**src/rtl/obi_req_fifo.sv**
```systemverilog
// Circular request buffer between the core OBI request port and the bus.
// Head fields are driven from storage only; a full buffer still accepts when the head pops.
module obi_req_fifo #(
    parameter int DEPTH      = 2,
    parameter int ADDR_WIDTH = 32,
    parameter int DATA_WIDTH = 32,
    localparam int BE_WIDTH  = DATA_WIDTH / 8,
    localparam int LVL_WIDTH = $clog2(DEPTH + 1),
    localparam int PTR_WIDTH = (DEPTH > 1) ? $clog2(DEPTH) : 1
) (
    input  logic                  clk_i,
    input  logic                  rst_i,
    input  logic                  flush_i,
    input  logic                  core_req_i,
    input  logic [ADDR_WIDTH-1:0] core_addr_i,
    input  logic                  core_we_i,
    input  logic [BE_WIDTH-1:0]   core_be_i,
    input  logic [DATA_WIDTH-1:0] core_wdata_i,
    output logic                  core_gnt_o,
    output logic                  bus_req_o,
    output logic [ADDR_WIDTH-1:0] bus_addr_o,
    output logic                  bus_we_o,
    output logic [BE_WIDTH-1:0]   bus_be_o,
    output logic [DATA_WIDTH-1:0] bus_wdata_o,
    input  logic                  bus_gnt_i,
    output logic [LVL_WIDTH-1:0]  level_o,
    output logic                  flush_drop_o
);

    logic [ADDR_WIDTH-1:0] addr_mem  [DEPTH];
    logic                  we_mem    [DEPTH];
    logic [BE_WIDTH-1:0]   be_mem    [DEPTH];
    logic [DATA_WIDTH-1:0] wdata_mem [DEPTH];

    logic [PTR_WIDTH-1:0] wr_ptr;
    logic [PTR_WIDTH-1:0] rd_ptr;
    logic [LVL_WIDTH-1:0] count;
    logic                 push;
    logic                 pop;
    logic                 not_full;
    logic                 not_empty;

    function automatic logic [PTR_WIDTH-1:0] ptr_inc(input logic [PTR_WIDTH-1:0] p);
        if (p == PTR_WIDTH'(DEPTH - 1))
            return '0;
        else
            return p + PTR_WIDTH'(1);
    endfunction

    assign not_full  = (count != LVL_WIDTH'(DEPTH));
    assign not_empty = (count != '0);

    assign bus_req_o   = not_empty & ~flush_i;
    assign pop         = bus_req_o & bus_gnt_i;
    // rst_i gates the grant so every output reads 0 while reset is held
    assign core_gnt_o  = core_req_i & ~flush_i & ~rst_i & (not_full | pop);
    assign push        = core_req_i & core_gnt_o;

    assign bus_addr_o  = addr_mem[rd_ptr];
    assign bus_we_o    = bus_req_o & we_mem[rd_ptr];
    assign bus_be_o    = be_mem[rd_ptr];
    assign bus_wdata_o = wdata_mem[rd_ptr];
    assign level_o     = count;

    always_ff @(posedge clk_i or posedge rst_i) begin
        if (rst_i) begin
            for (int i = 0; i < DEPTH; i++) begin
                addr_mem[i]  <= '0;
                we_mem[i]    <= 1'b0;
                be_mem[i]    <= '0;
                wdata_mem[i] <= '0;
            end
        end else if (push) begin
            addr_mem[wr_ptr]  <= core_addr_i;
            we_mem[wr_ptr]    <= core_we_i;
            be_mem[wr_ptr]    <= core_be_i;
            wdata_mem[wr_ptr] <= core_wdata_i;
        end
    end

    always_ff @(posedge clk_i or posedge rst_i) begin
        if (rst_i) begin
            wr_ptr       <= '0;
            rd_ptr       <= '0;
            count        <= '0;
            flush_drop_o <= 1'b0;
        end else begin
            flush_drop_o <= flush_i & not_empty;
            if (flush_i) begin
                wr_ptr <= '0;
                rd_ptr <= '0;
                count  <= '0;
            end else begin
                if (push)
                    wr_ptr <= ptr_inc(wr_ptr);
                if (pop)
                    rd_ptr <= ptr_inc(rd_ptr);
                case ({push, pop})
                    2'b10:   count <= count + LVL_WIDTH'(1);
                    2'b01:   count <= count - LVL_WIDTH'(1);
                    default: count <= count;
                endcase
            end
        end
    end

endmodule
```
**config.mk**
```make
export PLATFORM = sky130hd
export DESIGN_NAME = obi_req_fifo
export DESIGN_NICKNAME = d
export VERILOG_FILES = /design/src/rtl/obi_req_fifo.sv
export SDC_FILE = /design/constraint.sdc
export NUM_CORES = 1
export LEC_CHECK = 0
export ABC_AREA = 1
export BUFFER_PORTS_ARGS = -buffer_cell sky130_fd_sc_hd__buf_2
export CORE_ASPECT_RATIO = 1.5
export CORE_MARGIN = 3
export CORE_UTILIZATION = 45
export CTS_BUF_LIST = sky130_fd_sc_hd__clkbuf_4 sky130_fd_sc_hd__clkbuf_8
export CTS_CLUSTER_DIAMETER = 200
export DETAILED_ROUTE_END_ITERATION = 8
export PLACE_DENSITY = 0.77
export SETUP_SLACK_MARGIN = 0.5
export SLEW_MARGIN = 20
export SYNTH_ARGS = -nofsm -noshare
export SYNTH_HDL_FRONTEND = slang
export SYNTH_SLANG_ARGS = --single-unit
```
**constraint.sdc**
```tcl
create_clock -name clk_i -period 2.95 [get_ports clk_i]
set_input_delay 0.1475 -clock clk_i [delete_from_list [all_inputs] [get_ports clk_i]]
set_output_delay 0.1475 -clock clk_i [all_outputs]
set_load 0.1 [all_outputs]
```
Word-level counts from Yosys, hierarchy flattened:

Cells that the tools add are included.

* add/subtract/negate cells: 4
* order comparisons: 3
* eq/ne operators: 3
* muxes and demuxes: 30
* bitwise operators: 13
* reductions and logical operators: 5

Operator list (number)
* 2-to-1 mux 32 bit: 7
* bitwise mux 64 bit: 2
* demux 32 bit (select 1 bit): 1
* 2-to-1 mux 4 bit: 4
* 2-to-1 mux 1 bit: 10
* bitwise AND 1 bit: 8
* bitwise mux 8 bit: 1
* nonzero test 2 bit: 3
* demux 4 bit (select 1 bit): 1
* >= comparator 2 bit (second input constant): 2
* NOT 1 -> 2 bit: 2
* one-hot mux 2 bit (2 select lines): 1
* nonzero test 3 bit: 1
* adder 1 bit (second input constant): 2
* adder 2 x 1 -> 2 bit (second input constant): 1
* bitwise mux 2 bit: 1
* == test 2 x 1 -> 1 bit (second input constant): 1
* == test 2 bit (second input constant): 1
* < comparator 2 x 1 -> 1 bit (second input constant): 1
* 2-to-1 mux 2 bit: 1
* inequality test 2 bit (second input constant): 1
* NOT 1 bit: 2
* subtractor 2 x 1 -> 2 bit (second input constant): 1
* demux 1 bit (select 1 bit): 1
* 2 further kinds: 2

* flip-flop bits (word level): 143
* input port bits: 74
* output and inout bits: 74
* logic and storage cells: 70

Logic depth before layout (Yosys ltp):

* depth after elaboration: 9
* mapped depth: 9
* mapped depth without buffers: 7

Worst setup path after synthesis:

No wires, ideal clock.

* kind: register to output
* start: reg count[1] (netlist: level_o[1])
* end: out bus_we_o
* arrival: 3.234 ns
* data required time: 2.803 ns
* path slack: -0.432 ns
* cell stages (with the launch flop): 5
* buffers on the path: 0
* cells stage by stage: dfrtp_1 nor2_1 nor2_1 nand2_1 inv_1

* word-level cells in the longest chain between the ends: 3

RTL lines
* start: declaration: RTL line 37 `logic [LVL_WIDTH-1:0] count;`
* start signal: assignment: RTL line 99 `2'b10: count <= count + LVL_WIDTH'(1);`
* start signal: assignment: RTL line 100 `2'b01: count <= count - LVL_WIDTH'(1);`
* start signal: assignment: RTL line 101 `default: count <= count;`
* nonzero test 2 bit: RTL line 51 `assign not_empty = (count != '0);`
* bitwise AND 1 bit: RTL line 53 `assign bus_req_o = not_empty & ~flush_i;`
* named net bus_req_o: RTL line 20 `output logic bus_req_o,`
* bitwise AND 1 bit: RTL line 60 `assign bus_we_o = bus_req_o & we_mem[rd_ptr];`
* end: declaration: RTL line 22 `output logic bus_we_o,`

The timed path passes the listed nets, and every way through them passes these cells.

Worst setup path after layout:

* start: reg rd_ptr
* end: out bus_addr_o[18]

* word-level cells in the longest chain between the ends: 4

RTL lines
* start: declaration: RTL line 36 `logic [PTR_WIDTH-1:0] rd_ptr;`
* start signal: assignment: RTL line 97 `rd_ptr <= ptr_inc(rd_ptr);`
* NOT 1 -> 2 bit (not written as such): RTL line 59 `assign bus_addr_o = addr_mem[rd_ptr];`
* 2-to-1 mux 32 bit (not written as such) (3 in a row): RTL line 59
* end: declaration: RTL line 21 `output logic [ADDR_WIDTH-1:0] bus_addr_o,`

Every way passes these cells. The select of a mux whose other input is x is not followed.

==> results.cfg <==
[run_status]
outcome = complete, but fails checks
violations = negative hold slack

[global_route]
grt_use_total_pct = 23.2
grt_pass1_wl_um = 30900
gr-total-overflow = 0
grt_pass1_vias = 6122
antenna_found_initial = 0
grt_max_degree = 83

[job]
drv_cap = 0

[placement]
hpwl_um = 10800
dp_cells = 1020
globalplace.congestion = 0.791
place_ws_ns = 0.863
port_buffers = 147

[logic_synthesis]
yosys_warnings = 0
ys_ff_latch = 143
synthTopCellsByArea = dfrtp_1 (53%), nand2_1 (16%), nand4_1 (13%)
synth_fp_nets = 805
netlist.area_leader.share_pct = 52.9
synth_cell_types = 17
synth.yosys.seq_area_share_pct = 52.9
synthCells = 731
netlist_area_mm2 = 0.00676
postSynthAreaPerCell_um2 = 9.25
synth.largest_area_cell = dfrtp_1

[worst_setup_path]
slowest_stage = dfrtp_4
critPathKind = flop to output port
crit_path_start_kind = flop
max_stage_delay_ns = 0.71
required_ns = 2.80
cp-end-kind = output port
worstPathMaxFanout = 24
worstPathArrival_ns = 2.07
path_cells = buf_12 > mux2_2 > buf_2

[detailed_routing]
vias = 6095
antenna_left = 0
route.detailed.drc = 0
wl_per_cell_um = 16.7
avgViaCountPerCell = 5.43
dr.pass1.iters = 4
finalWirelength_um = 18800
drt_first_iter_violations = 316

[sta]
setup_viol = 0
finalSetupTns_ns = 0
whs_ns = -0.00865
finalHoldViolCount = 5
fin_crit_sh_pct = 75.1
report.final.slew_viol_count = 0
period_minus_slack_ns = 2.21
worst_slew_pin_slew_ns = 0.882
fmax_mhz = 452
layout_setup_ws_ns = 0.736
fin_skew_ns = 0.0117
rsz0062_at_grt = no
relSlewSlack_pct = 41.2

[layout]
fin_nets = 988
stdcell_count = 1123
syn_to_final_growth_pct = 28.7
post_route_cells_drive_above_1_share_pct = 29.6
diodes = 0
fill_cells = 1263

[clocking]
cts.clk_slew.worst_paths_ns = 0.08
cts_root_buf = clkbuf_8
htree_levels = 4
clk_latency_ns = 0.43
cts.sinks = 143
cts_made_buffers = 17
clk_path_buf_depth = 2
cts_tree = done

[die]
die_x_um = 106
die_y_um = 156
num_io_pins = 148
initial_utilization_pct = 46.1
coreArea_mm2 = 0.0147
dieArea_mm2 = 0.0166
row_count = 54

[min_path]
hp-class = primary input to async pin
## final cells by class
type / count / area [µm²] / area share (%)
sequential: 143 / 3580 / 41.2
multi-input combinational: 514 / 2860 / 32.9
timing repair buffer: 231 / 1600 / 18.4
clock buffer: 18 / 248 / 2.85
tap: 196 / 245 / 2.82
clock inverter: 14 / 133 / 1.52
inverter: 7 / 31.3 / 0.360
## Yosys cell counts, drive strengths merged
cell and count:
nand2 289, dfrtp 143, nand4 140, mux2 69, buf 53, clkbuf 14, nand3 10, inv 7
nor2 5, o21ai 1
## metal layers
layer / share of wire (%) / GRT usage, % / vias up / wire (µm)
met1: 41 / 28.9 / 2972 / 7650
met4: 2.4 / 9.94 / 0 / 452
met3: 4.1 / 3.60 / 41 / 778
met2: 53 / 40.1 / 199 / 9880
met5: 0 / 0 / - / 0
li1: - / - / 2883 / -
## flip-flops by register name, summed over array words and instances (netlist names)
| register | cells |
|---|---|
| addr_mem | 64 |
| we_mem | 2 |
| flush_drop_o | 1 |
| rd_ptr | 1 |
| wdata_mem | 64 |
| level_o | 2 |
| wr_ptr | 1 |
| be_mem | 8 |
## worst max-delay path: cells and delay by family, from the launching register on
kind	cells	cell delay, ns
flops	1	0.71
buf+inv	2	0.56
mux	1	0.37
## what timing repair did
item                                    in CTS  in global routing
hold buffers                                69                  0
gates resized for setup                      0                  0
hold endpoints to repair                   138                  0
buffers inserted                             1                  0
endpoints found under the setup margin       1                  0
## stage by stage
| step | cell area (µm²) | utilization, % | hold slack, ns |
|---|---|---|---|
| 3_3_place_gp | 7580 | 51.7 | 0.410 |
| 2_1_floorplan | 6780 | - | 0.283 |
| 5_1_grt | 8700 | 59.3 | 0.0511 |
| 6_report | 8700 | 59.3 | -0.00865 |
| 3_5_place_dp | 7580 | 51.7 | 0.415 |
| 4_1_cts | 8670 | 59.2 | 0.00364 |
## placed cells by master (no fill, tap or decap), types with 2 or more instances in the layout
cell type / synthesis / routed
clkinvlp_4: 0 / 3
clkinv_2: 0 / 2
nand3_1: 7 / 6
inv_2: 4 / 3
inv_1: 3 / 3
inv_6: 0 / 5
nand3_4: 0 / 2
nor2_1: 4 / 3
nand2_1: 289 / 289
buf_2: 43 / 146
buf_12: 0 / 3
clkinv_4: 0 / 4
nor2_4: 1 / 2
nand4_1: 140 / 140
buf_4: 3 / 12
mux2_2: 68 / 68
dfrtp_1: 143 / 141
clkbuf_8: 0 / 18
nand3_2: 3 / 2
dlygate4sd3_1: 0 / 69
## logic make-up after synthesis
family / after synthesis / share of synthesized area [%]
compound gates: 1 / 0.0739
buf+inv: 74 / 5.18
flops: 143 / 52.9
mux: 69 / 11.5
simple gates: 444 / 30.3
## final timing paths
| check | from | to | slack, ns | cells after the start |
|---|---|---|---|---|
| max in group asynchronous | rst_i | addr_mem[9]$_DFFE_PP0P_ | 1.74 | 5 |
| setup reg to reg | level_o[1]$_DFFE_PP0P_ | addr_mem[33]$_DFFE_PP0P_ | 0.92 | 7 |
| min in group clk_i | bus_gnt_i | rd_ptr$_DFFE_PP0P_ | 0.09 | 3 |
| hold reg to reg | addr_mem[61]$_DFFE_PP0P_ | addr_mem[61]$_DFFE_PP0P_ | 0.47 | 2 |
| hold / removal | rst_i | addr_mem[6]$_DFFE_PP0P_ | -0.009 | 3 |
| setup / recovery | rd_ptr$_DFFE_PP0P_ | bus_addr_o[18] | 0.74 | 3 |
Power is left out: the tool's default activity adds up to more than one toggle a clock period on the data nets, which glitch-free logic cannot reach.
